$ cat src/rtl/spike_filter_sched.sv
// Round-robin tag/count arbiter in front of the filter array, plus the periodic decay-update sequencer.
// Define SPIKE_FILTER_SCHED_OVERRUN_EN to build the saturating lost-tick counter; otherwise overrun reads 0.
//
// state | meaning
// IDLE  | waiting; a pending tick wins over requests
// SEND  | holding the granted tag/count until out_a
// TICK  | single-cycle update_pulse, clears tick_due
module spike_filter_sched #(
  parameter int NReq = 2,
  parameter int Ntag = 10,
  parameter int Nct  = 10,
  parameter int Nper = 16
) (
  input  logic                 clk,
  input  logic                 reset,
  input  logic [Nper-1:0]      period,
  input  logic [NReq-1:0]      in_v,
  input  logic [NReq*Ntag-1:0] in_tag,
  input  logic [NReq*Nct-1:0]  in_ct,
  output logic [NReq-1:0]      in_a,
  output logic                 out_v,
  output logic [Ntag-1:0]      out_tag,
  output logic [Nct-1:0]       out_ct,
  input  logic                 out_a,
  output logic                 update_pulse,
  output logic [7:0]           overrun
);

  localparam int PW = (NReq > 1) ? $clog2(NReq) : 1;

  typedef enum logic [1:0] {IDLE, SEND, TICK} state_t;

  state_t          state_q, state_d;
  logic [Nper-1:0] cnt_q, cnt_d;
  logic            tick;
  logic            tick_due_q, tick_due_d;
  logic [PW-1:0]   rr_ptr_q, rr_ptr_d;
  logic [PW-1:0]   gnt_idx, cand;
  logic            gnt_found;
  logic [NReq-1:0] in_a_q, in_a_d;
  logic            out_v_q, out_v_d;
  logic [Ntag-1:0] out_tag_q, out_tag_d;
  logic [Nct-1:0]  out_ct_q, out_ct_d;
  logic            update_pulse_q, update_pulse_d;
  logic [Ntag-1:0] tag_arr [NReq];
  logic [Nct-1:0]  ct_arr  [NReq];

  always_comb begin
    for (int i = 0; i < NReq; i++) begin
      tag_arr[i] = in_tag[i*Ntag +: Ntag];
      ct_arr[i]  = in_ct[i*Nct +: Nct];
    end
  end

  // >= rather than == so a period shrunk below the running count wraps next clock
  always_comb begin
    cnt_d = '0;
    tick  = 1'b0;
    if (period != '0) begin
      if (cnt_q >= period - Nper'(1)) begin
        tick = 1'b1;
      end else begin
        cnt_d = cnt_q + Nper'(1);
      end
    end
  end

  // a tick landing in the TICK cycle re-arms tick_due instead of counting as lost
  assign tick_due_d = tick | (tick_due_q & (state_q != TICK));

  // scan from the pointer; iterating downward lets the nearest valid requester win
  always_comb begin
    gnt_found = 1'b0;
    gnt_idx   = '0;
    cand      = '0;
    for (int i = NReq - 1; i >= 0; i--) begin
      cand = PW'((int'(rr_ptr_q) + i) % NReq);
      if (in_v[cand]) begin
        gnt_found = 1'b1;
        gnt_idx   = cand;
      end
    end
  end

  always_comb begin
    state_d        = state_q;
    rr_ptr_d       = rr_ptr_q;
    in_a_d         = '0;
    out_v_d        = out_v_q;
    out_tag_d      = out_tag_q;
    out_ct_d       = out_ct_q;
    update_pulse_d = 1'b0;
    case (state_q)
      IDLE: begin
        if (tick_due_q) begin
          state_d        = TICK;
          update_pulse_d = 1'b1;
        end else if (gnt_found) begin
          state_d   = SEND;
          out_v_d   = 1'b1;
          out_tag_d = tag_arr[gnt_idx];
          out_ct_d  = ct_arr[gnt_idx];
          in_a_d    = NReq'(1) << gnt_idx;
          rr_ptr_d  = (gnt_idx == PW'(NReq - 1)) ? '0 : gnt_idx + 1'b1;
        end
      end
      SEND: begin
        if (out_a) begin
          out_v_d = 1'b0;
          state_d = IDLE;
        end
      end
      TICK:    state_d = IDLE;
      default: state_d = IDLE;
    endcase
  end

  always_ff @(posedge clk or negedge reset) begin
    if (!reset) begin
      state_q        <= IDLE;
      cnt_q          <= '0;
      tick_due_q     <= 1'b0;
      rr_ptr_q       <= '0;
      in_a_q         <= '0;
      out_v_q        <= 1'b0;
      out_tag_q      <= '0;
      out_ct_q       <= '0;
      update_pulse_q <= 1'b0;
    end else begin
      state_q        <= state_d;
      cnt_q          <= cnt_d;
      tick_due_q     <= tick_due_d;
      rr_ptr_q       <= rr_ptr_d;
      in_a_q         <= in_a_d;
      out_v_q        <= out_v_d;
      out_tag_q      <= out_tag_d;
      out_ct_q       <= out_ct_d;
      update_pulse_q <= update_pulse_d;
    end
  end

`ifdef SPIKE_FILTER_SCHED_OVERRUN_EN
  logic [7:0] overrun_q, overrun_d;

  always_comb begin
    overrun_d = overrun_q;
    if (tick && tick_due_q && (state_q != TICK) && (overrun_q != 8'hFF)) begin
      overrun_d = overrun_q + 8'd1;
    end
  end

  always_ff @(posedge clk or negedge reset) begin
    if (!reset) begin
      overrun_q <= '0;
    end else begin
      overrun_q <= overrun_d;
    end
  end

  assign overrun = overrun_q;
`else
  assign overrun = '0;
`endif

  assign in_a         = in_a_q;
  assign out_v        = out_v_q;
  assign out_tag      = out_tag_q;
  assign out_ct       = out_ct_q;
  assign update_pulse = update_pulse_q;

endmodule

$ cat config.mk
export PLATFORM = sky130hd
export DESIGN_NAME = spike_filter_sched
export DESIGN_NICKNAME = d
export VERILOG_FILES = /design/src/rtl/spike_filter_sched.sv
export SDC_FILE = /design/constraint.sdc
export NUM_CORES = 1
export LEC_CHECK = 0
export ABC_AREA = 1
export BUFFER_PORTS_ARGS = -buffer_cell sky130_fd_sc_hd__buf_2
export CELL_PAD_IN_SITES_DETAIL_PLACEMENT = 0
export CELL_PAD_IN_SITES_GLOBAL_PLACEMENT = 1
export CORE_MARGIN = 4
export CORE_UTILIZATION = 38
export CTS_BUF_LIST = sky130_fd_sc_hd__clkbuf_4
export DETAILED_ROUTE_END_ITERATION = 7
export PLACE_DENSITY = 0.87
export SYNTH_ARGS = -nofsm -noshare
export SYNTH_HDL_FRONTEND = slang
export SYNTH_SLANG_ARGS = --single-unit
$ cat constraint.sdc
create_clock -name clk -period 1.8 [get_ports clk]
set_input_delay 0.18 -clock clk [delete_from_list [all_inputs] [get_ports clk]]
set_output_delay 0.18 -clock clk [all_outputs]
set_load 0.02 [all_outputs]
==> impl_metrics.ini, run 1 <==
[setup_path]
crit_top_cell = nand2_2
cp-start-kind = input port
r2r_start = cnt_q[0]
worstSetupPathType = input port to register
cp.required_ps = 2100
end_kind = register
crit_chain = buf_12 > inv_16 > ha_4 > nand2_2 > or2_4 > nor2_4 > xor2_1 > inv_1 > ha_1 > nand2_1 > inv_2 > nand2_2 > nor2_2 > nor2_1 > nand2_1 > nand2_2 > nand3_4 > buf_12 > nor2_2
slowest_delay_ps = 280
worst-path-buf-inv = 5
ff2ff_setup_slack_ps = 90
r2r_cells = 10
worstPathMaxFanout = 8
path_delay_family = simple AND/OR/NAND/NOR gates
startpoint = period[0]
cp_data_arrival_time_ps = 2280
crit_slowest_cell = ha_1
r2r_end = cnt_q[2]

[power]
max-vdd-ir-drop_mv = 0.704
p_comb_frac = 0.481
p_leak_nw = 2.11
intPower_mw = 2.28
p_per_area_mw_per_mm2 = 1020
p_total_mw = 4.08
power.net_switching_mw = 1.80
seqPwrFrac = 0.391
sw_frac_of_total = 0.442
clock_power_share = 0.128

[global_route]
grt_antenna_before_repair = 0
grt_max_degree = 31
grt.total_usage = 0.151
grt_pass1_wl_um = 12000
grt_overflow = 0
grt_pass1_vias = 2775

[yosys]
synth_simple_gate_area_share = 0.294
ys_seq_area_frac = 0.367
synth_edf_count = 0
ys.flop_type = dfrtp_1
synth_cell_types = 31
yosys.area_share.xor_xnor = 0.0700
synth_area_per_cell_um2 = 8.10
synth_largest_area_cell = dfrtp_1
synth_fa_ha_area_frac = 0.0750
synth-seq-cells = 44
synth_compound_area_frac = 0.0233
async_reset_ff_frac = 1.00
yosys_warnings = 0
synth_cells = 371
synth_top_family_by_area = simple AND/OR/NAND/NOR gates
yosys.area.top_type_share = 0.367
synthTopCellsByArea = dfrtp_1 37%, nand2_1 14%, ha_1 7.5%
synthMuxAreaShare = 0.0750
syn_area_mm2 = 0.00300

[outcome]
violations = setup timing
status = complete, but fails checks

[floorplan]
num_rows = 32
chipWidth_um = 96.9
die_area_mm2 = 0.00939
core_area_mm2 = 0.00769
start_util = 0.391
io_pins = 93
die_h_um = 96.9

[sta]
worst_slack_ps = -176
fin_crit_ps = 1980
hold_viol = 0
fmaxAchievable_ghz = 0.506
drv_slew = 0
maxSlewHeadroom = 0.562
tightestPinTransition_ps = 657
finalSetupViolations = 17
post-route-period-util = 1.10
finClkSkew_ps = 17.7
rsz0062_at_grt = true

[clock_tree]
cts_sinks = 44
clk_path_buf_depth = 2
root_buffer = clkbuf_4
htreeDepth = 2
clk_pin_slew_ps = 150
cts_tree = yes
clk-insertion-delay-late_ps = 370
cts_buffers = 5

[drt]
finalWirelength_um = 6760
drc_errors = 0
viasPerCell = 4.49
drt-initial-drc-count = 97
wl_per_cell_um = 11.3
postRouteAntennaNets = 0
via_count = 2688
drt_pass1_iterations = 4

[layout]
nets = 574
syn_to_final_growth_pct = 33.3
drive_gt1_frac = 0.387
multi_input_area_mm2 = 0.00174
utilization = 0.521
fillers = 752
antenna_cells = 0
seqCellArea_mm2 = 0.00110

[run]
maxCapViolations = 0

[hold_path]
holdCritPathClass = input port to register
worstHoldStart = in_tag[13]
hold_end = out_tag[3]
hold_path_depth = 4

[placed_design]
port_buffers = 84
finalWeightedCongestion = 0.872
pre_cts_ws_ps = -581
dpl.hpwl_um = 5230
how the worst max path moves through the flow:
stage                      endpoint  cells after the start  slack, ps
final                      cnt_q[9]                     19       -180
after global routing      cnt_q[13]                     19       -290
after CTS                  cnt_q[0]                     19        -80
after detailed placement   cnt_q[0]                     15       -580
after global placement     cnt_q[0]                     12       -520
after floorplan            cnt_q[7]                     18       -200
worst min-delay path, delay by kind of cell:
family	cells	cell delay, ps
buffers and inverters	1	70
multiplexers	1	110
AND/OR/NAND/NOR	2	80
registers in the layout (all words and copies together) (netlist names):
signal        flops
rr_ptr_q          1
out_tag          10
out_v             1
out_ct           10
cnt_q            16
tick_due_q        1
state_q           2
in_a              2
update_pulse      1
synth_stat cells, types with 5 or more instances:
master,n
nand4_1,5
xor2_1,17
ha_1,18
buf_4,10
nor3_1,8
inv_1,41
mux2_2,16
xnor2_1,7
nor2_1,33
a21oi_1,6
nor2_2,13
dfrtp_1,44
nand3_1,12
nand2_1,112
area by class of cell:
| class | count | area share |
|---|---|---|
| clock buffers | 5 | 0.00937 |
| clock inverters | 3 | 0.00656 |
| inverters | 42 | 0.0453 |
| multi-input cells | 277 | 0.435 |
| flip-flops and latches | 44 | 0.275 |
| well taps | 102 | 0.0319 |
| repair buffers | 125 | 0.197 |
per-layer routing:
layer	wire (µm)	track usage	vias up
met1	3060	0.182	1199
met2	3090	0.258	86
met5	0	0	-
met3	525	0.0476	7
li1	-	-	1396
met4	81	0.0454	0
logic make-up after synthesis:
group | Yosys count
buffers and inverters | 57
AO/OA/AOI/OAI | 12
other | 1
adder cells (fa/ha/maj) | 18
XOR/XNOR | 24
multiplexers | 20
AND/OR/NAND/NOR | 195
flip-flops | 44
through the flow:
| step | area, µm² | instances | hold WS, ps | TNS [ps] |
|---|---|---|---|---|
| 4_1_cts | 3920 | 594 | 70.3 | -955 |
| 3_5_place_dp | 3740 | 581 | 253 | -9320 |
| 5_1_grt | 4010 | 598 | 82.6 | -4670 |
| 6_report | 4010 | 598 | 88.5 | -2730 |
| 3_3_place_gp | 3740 | 581 | 248 | -8430 |
| 2_1_floorplan | 3070 | 378 | -116 | -2460 |
what timing repair did:
item	4_1_cts	5_1_grt
gates cloned	1	0
pin swaps	3	15
gates resized for setup	12	16
setup buffers	2	4
endpoints found under the setup margin	17	17
hold endpoints to repair	29	0
hold buffers	2	0
power groups by stage:
| stage | Combinational [mW] | Clock, mW | Sequential [mW] |
|---|---|---|---|
| after floorplan | 1.01 | 0 | 1.90 |
| after CTS | 1.94 | 0.545 | 1.59 |
| after detailed placement | 1.93 | 0 | 1.60 |
| final | 1.96 | 0.522 | 1.59 |
| after global placement | 1.89 | 0 | 1.60 |
| after global routing | 2.24 | 0.591 | 1.64 |
placed cells by master, fill, tap and decap left out, drive strengths merged:
master	instances
buf	123
dlygate4sd3	2
inv	44
nand2	113
or2	1
mux2	20
nor2	48
xor2	17
o21ai	5
dfrtp	44
xnor2	7
nand3	15
nor4	1
nor3	12
ha	18
o21a	1
nand4	5
clkbuf	5
clkinv	1
a21oi	6
conb	8
Note: power is estimated with default switching activity, not from simulation.
==> run 2: changes to the inputs <==
--- a/config.mk
+++ b/config.mk
@@ -9,6 +9,7 @@
 export BUFFER_PORTS_ARGS = -buffer_cell sky130_fd_sc_hd__buf_2
 export CELL_PAD_IN_SITES_DETAIL_PLACEMENT = 0
 export CELL_PAD_IN_SITES_GLOBAL_PLACEMENT = 1
+export CORE_ASPECT_RATIO = 1.75
 export CORE_MARGIN = 4
 export CORE_UTILIZATION = 38
 export CTS_BUF_LIST = sky130_fd_sc_hd__clkbuf_4
==> run 2 against run 1 <==
Against the previous run:
- register-to-register slack about the same
- sequential share of layout area down 0.23 points
- first-iteration DRC count down 42%
- design area up 0.84%
- largest cell class unchanged
- critical path type unchanged
- clock skew down 6.2 ps
- count of clock-buffer cells in the layout up 1
- the run still ends with setup timing left
- critical path depth down 2
- power down 1.0%
- largest power group unchanged
==> impl_metrics.ini, run 2 (same netlist as run 1, synthesis figures left out) <==
[sta]
rsz0062_at_grt = true
worst_slack_ps = -126
hold_viol = 0
maxSlewHeadroom = 0.633
finClkSkew_ps = 11.5
finalSetupViolations = 17
drv_slew = 0
post-route-period-util = 1.07
fmaxAchievable_ghz = 0.519
tightestPinTransition_ps = 551
fin_crit_ps = 1930
whs_ps = 121

[placed_design]
finalWeightedCongestion = 0.828
place_area_mm2 = 0.00375
dp.cells = 569
port_buffers = 84
dpl.hpwl_um = 5580

[setup_path]
crit_chain = buf_8 > inv_8 > ha_4 > nand2_2 > or2_4 > nor2_4 > buf_4 > nand2_1 > xor2_1 > inv_1 > ha_4 > nand4_1 > nor2_1 > nand2_2 > nand3_4 > buf_16 > nor2_4
r2r_cells = 6
ff2ff_setup_slack_ps = 90
end_kind = register
cp-start-kind = input port
worst-path-stages = 17
cp.required_ps = 2040
slowest_delay_ps = 270
cp_data_arrival_time_ps = 2170
worstPathMaxFanout = 8
crit_slowest_cell = ha_4
worstSetupPathType = input port to register
path_delay_family = simple AND/OR/NAND/NOR gates
worst-path-buf-inv = 5

[outcome]
status = complete, but fails checks
violations = setup timing

[global_route]
grt.total_usage = 0.160
grt_max_degree = 45
grt_pass1_vias = 2770
grt_antenna_before_repair = 0
grt_pass1_wl_um = 12000
grt_overflow = 0

[layout]
final_cell_mix = 109 x nand2_1, 82 x buf_2, 44 x dfrtp_1
largest_reg_flops = 16
top_register = cnt_q
fillers = 723
drive_gt1_frac = 0.393
final_common_cell = nand2_1
multi_input_area_mm2 = 0.00179
layoutNonFillerInstCount = 584
nets = 575
seqCellArea_mm2 = 0.00110
syn_to_final_growth_pct = 34.4
antenna_cells = 0
fin_area_mm2 = 0.00404

[drt]
viasPerCell = 4.66
drt-initial-drc-count = 56
via_count = 2724
drt_pass1_iterations = 4
finalWirelength_um = 7070
wl_per_cell_um = 12.1
postRouteAntennaNets = 0
drc_errors = 0

[clock_tree]
htreeDepth = 2
clk_path_buf_depth = 2
clk_pin_slew_ps = 120
cts_sinks = 44
cts_tree = yes
cts_buffers = 5
root_buffer = clkbuf_4
clk-insertion-delay-late_ps = 350

[floorplan]
num_rows = 42
start_util = 0.394
die_area_mm2 = 0.00945
die_h_um = 126
core_area_mm2 = 0.00762
io_pins = 93
chipWidth_um = 75.2

[hold_path]
hold_path_depth = 4
holdCritPathClass = input port to register

[run]
maxCapViolations = 0

[power]
p_total_mw = 4.03
p_leak_nw = 2.10
p_per_area_mw_per_mm2 = 999
max-vdd-ir-drop_mv = 0.679
-- run 2: changes by cell type in the layout (fill, tap and decap cells not counted), sizes merged --
cell | before | now
inv | 44 | 42
buf | 123 | 124
clkbuf | 5 | 6
-- run 2: where the power goes --
group | switching (mW) | internal, mW
Clock | 0.304 | 0.159
Combinational | 1.20 | 0.770
Sequential | 0.251 | 1.35
Total | 1.76 | 2.28
-- run 2: area by class of cell --
class / count / share of cell area
Multi-Input combinational cell: 277 / 0.442
Clock buffer: 6 / 0.0112
Tap cell: 88 / 0.0273
Inverter: 42 / 0.0449
Sequential cell: 44 / 0.273
Timing Repair Buffer: 126 / 0.201
Clock inverter: 1 / 0.00124
-- run 2: final timing paths --
check | start | endpoint
min reg2reg | out_ct[0] | out_ct[0]
max | period[1] | cnt_q[12]
max reg2reg | cnt_q[0] | cnt_q[12]
min in group asynchronous | reset | cnt_q[1]
min | in_tag[16] | out_tag[6]
max in group asynchronous | reset | update_pulse
-- run 2: stage by stage --
| stage | setup TNS (ps) | utilization | setup slack, ps |
|---|---|---|---|
| finish | -1830 | 0.530 | -126 |
| global route | -4050 | 0.530 | -256 |
| CTS | -1240 | 0.515 | -94.0 |
| detailed placement | -9590 | 0.492 | -606 |
| global placement | -8850 | 0.492 | -544 |
| floorplan | -2460 | - | -198 |
-- run 2: per-layer routing --
layer	wire length, µm	global-route usage
met3	460	0.0391
met5	0	0
met2	3860	0.291
met4	140	0.0587
met1	2620	0.171
-- run 2: tightest hold or removal path: cells and delay by family --
| family | cells | cell delay [ps] |
|---|---|---|
| buffers and inverters | 1 | 70 |
| multiplexers | 1 | 110 |
| AND/OR/NAND/NOR | 2 | 90 |
-- run 2: timing repair --
action / in CTS / in global routing
hold buffers: 2 / 0
setup endpoints to repair: 17 / 17
gates cloned: 1 / 0
hold endpoints to repair: 45 / 0
gates resized for setup: 16 / 18
pin swaps: 0 / 15
buffers inserted: 2 / 3
==> run 3: changes to the inputs <==
--- a/config.mk
+++ b/config.mk
@@ -5,13 +5,12 @@
 export SDC_FILE = /design/constraint.sdc
 export NUM_CORES = 1
 export LEC_CHECK = 0
-export ABC_AREA = 1
 export BUFFER_PORTS_ARGS = -buffer_cell sky130_fd_sc_hd__buf_2
 export CELL_PAD_IN_SITES_DETAIL_PLACEMENT = 0
 export CELL_PAD_IN_SITES_GLOBAL_PLACEMENT = 1
 export CORE_ASPECT_RATIO = 1.75
 export CORE_MARGIN = 4
-export CORE_UTILIZATION = 38
+export CORE_UTILIZATION = 39
 export CTS_BUF_LIST = sky130_fd_sc_hd__clkbuf_4
 export DETAILED_ROUTE_END_ITERATION = 7
 export PLACE_DENSITY = 0.87
==> run 3 against run 2 <==
Against the previous run:
- the flow still finishes with violations (setup timing)
- design area shrank 4.6%
- wire length decreased by 3.7%
- critical path depth is 6 lower
- power increased by 11%
- clock skew fell by 2.3 ps
==> impl_metrics.ini, run 3 <==
[floorplan]
die_area_mm2 = 0.00863
core_area_mm2 = 0.00691
num_rows = 40
start_util = 0.404
chipWidth_um = 72.0
die_h_um = 120
io_pins = 93

[yosys]
synth_largest_area_cell = dfrtp_1
synth_edf_count = 0
synth_area_per_cell_um2 = 9.97
ys_seq_area_frac = 0.394
yosysMostFrequentCell = dfrtp_1
synth-seq-cells = 44
synth_cell_types = 38
syn_area_mm2 = 0.00279
yosys.area.top_type_share = 0.394
synthTopCellsByArea = dfrtp_1 39%, ha_1 8.1%, mux2i_1 7.2%
synth_common_cells = 44 x dfrtp_1, 33 x nor2_1, 27 x a21oi_1
yosys_warnings = 0
synth_cells = 280
async_reset_ff_frac = 1.00
ys.flop_type = dfrtp_1

[setup_path]
r2r_cells = 6
ff2ff_setup_slack_ps = -190
r2r_start = cnt_q[11]
cp-start-kind = input port
cp.required_ps = 2080
cp_data_arrival_time_ps = 2580
crit_slowest_cell = or4_4
crit_chain = buf_6 > nor4_4 > nand3_2 > nor4_4 > xnor2_1 > ha_1 > nand4_2 > or4_4 > a31oi_4 > buf_12 > o32a_1
r2r_end = tick_due_q
worstPathMaxFanout = 9
worstSetupPathType = input port to register
crit_top_cell = nor4_4
end_kind = register
slowest_delay_ps = 440

[power]
power.net_switching_mw = 1.91
p_leak_nw = 1.78
seqPwrFrac = 0.367
p_comb_frac = 0.534
sw_frac_of_total = 0.426
clock_power_share = 0.099
max-vdd-ir-drop_mv = 0.410
intPower_mw = 2.56
p_per_area_mw_per_mm2 = 1160

[layout]
syn_to_final_growth_pct = 38.0
drive_gt1_frac = 0.417
final_cell_mix = 80 x buf_2, 44 x dfrtp_1, 43 x buf_4
largest_reg_flops = 16
final_common_cell = buf_2
fillers = 615
top_register = cnt_q
antenna_cells = 0
nets = 488

[drt]
drt_pass1_iterations = 4
via_count = 2510
highest_layer = met4
drt-initial-drc-count = 99
viasPerCell = 5.08
drc_errors = 0
wl_per_cell_um = 13.8
wl_met3_um = 452
postRouteAntennaNets = 0
finalWirelength_um = 6810
routed-wl-met2_um = 3950
routedLengthMet1_um = 2340

[sta]
rsz0062_at_grt = true
fmaxAchievable_ghz = 0.434
fin_crit_ps = 2300
maxSlewHeadroom = 0.636
finClkSkew_ps = 9.19
tightestPinTransition_ps = 545
drv_slew = 0
final.setup.tns_ps = -7940
whs_ps = 131
post-route-period-util = 1.28
worst_slack_ps = -502
finalSetupViolations = 17
hold_viol = 0

[outcome]
violations = setup timing
status = complete, but fails checks

[global_route]
grt.total_usage = 0.160
grt_pass1_vias = 2480
grt_pass1_wl_um = 11100
grt_antenna_before_repair = 0
grt_overflow = 0
grt_max_degree = 45

[clock_tree]
cts_tree = yes
clk_pin_slew_ps = 130
cts_buffers = 5
clk_path_buf_depth = 2
clk-insertion-delay-late_ps = 340
htreeDepth = 2
root_buffer = clkbuf_4
cts_sinks = 44

[hold_path]
hold_end = out_ct[5]
worstHoldStart = in_ct[5]
holdCritPathClass = input port to register
hold_path_depth = 3

[placed_design]
port_buffers = 84
finalWeightedCongestion = 0.767
dpl.hpwl_um = 5610

[run]
maxCapViolations = 0
[run 3: changes by cell type in the layout (fill, tap and decap cells not counted), moves of 6 or more]
cell | before | now
inv_1 | 39 | 6
nor2_2 | 8 | 1
nor4_1 | 0 | 10
mux2i_1 | 0 | 20
a21oi_1 | 2 | 26
buf_4 | 37 | 43
xnor2_1 | 7 | 21
xor2_1 | 17 | 6
nor2_4 | 13 | 0
nor4_2 | 1 | 11
nand2_1 | 109 | 9
mux2_2 | 16 | 0
[run 3: cell families (layout without fill, tap and decap cells)]
| group | count (synthesis) | after routing | share of synthesized area |
|---|---|---|---|
| simple gates | 106 | 106 | 0.230 |
| flops | 44 | 44 | 0.394 |
| compound gates | 39 | 39 | 0.0851 |
| xor+xnor | 27 | 27 | 0.0847 |
| buf+inv | 25 | 148 | 0.0520 |
| mux | 20 | 20 | 0.0717 |
| fa+ha+maj | 18 | 18 | 0.0806 |
| other cells | 1 | 8 | 0.00134 |
[run 3: per-stage QoR]
stage                     area (µm²)  total power, mW  utilization  setup WS [ps]  instances
after detailed placement        3670             4.03        0.532           -875        484
after floorplan                 2880             3.08            -           -678        287
after global placement          3670             3.93        0.532           -816        484
final                           3850             4.47        0.558           -502        494
after CTS                       3760             4.49        0.544           -480        493
after global routing            3850             4.82        0.558           -613        494
[run 3: what timing repair did]
action                                  in CTS  in global routing
hold buffers                                 1                  0
pin swaps                                    0                  3
hold endpoints to repair                    44                  0
endpoints found under the setup margin      17                 17
cloned                                       0                  1
resized for setup                            5                 15
setup buffers                                0                  0
[run 3: worst max-delay path by stage]
stage               startpoint  cells after the start         end  slack, ps
floorplan            period[5]                     10    cnt_q[0]       -680
global placement     period[5]                     11  tick_due_q       -820
detailed placement   period[1]                     13  tick_due_q       -870
CTS                  period[5]                     11  tick_due_q       -480
global route         period[1]                     13  tick_due_q       -610
finish               period[8]                     11  tick_due_q       -500
[run 3: layer usage]
| metal | vias up | GRT usage |
|---|---|---|
| met4 | 0 | 0.0388 |
| met1 | 1168 | 0.163 |
| met2 | 77 | 0.321 |
| li1 | 1259 | - |
| met5 | - | 0 |
| met3 | 6 | 0.0260 |
[run 3: area by class of cell]
| class | instances | area (µm²) | share of cell area |
|---|---|---|---|
| clock inverters | 3 | 13.8 | 0.00357 |
| clock buffers | 5 | 37.5 | 0.00974 |
| well taps | 84 | 105 | 0.0273 |
| flip-flops and latches | 44 | 1100 | 0.286 |
| inverters | 8 | 35.0 | 0.00909 |
| repair buffers | 132 | 858 | 0.223 |
| multi-input cells | 218 | 1700 | 0.442 |
[run 3: worst max-delay path: cells and delay by family]
kind	cells	cell delay, ps
fa+ha+maj	1	320
buf+inv	2	260
xor+xnor	1	110
simple gates	5	1300
compound gates	2	390
[run 3: power by group through the flow]
stage	Clock [mW]	Sequential, mW	Combinational (mW)
floorplan	0	2.02	1.06
global placement	0	1.65	2.28
detailed placement	0	1.67	2.36
CTS	0.463	1.65	2.38
global route	0.497	1.70	2.63
finish	0.441	1.64	2.39
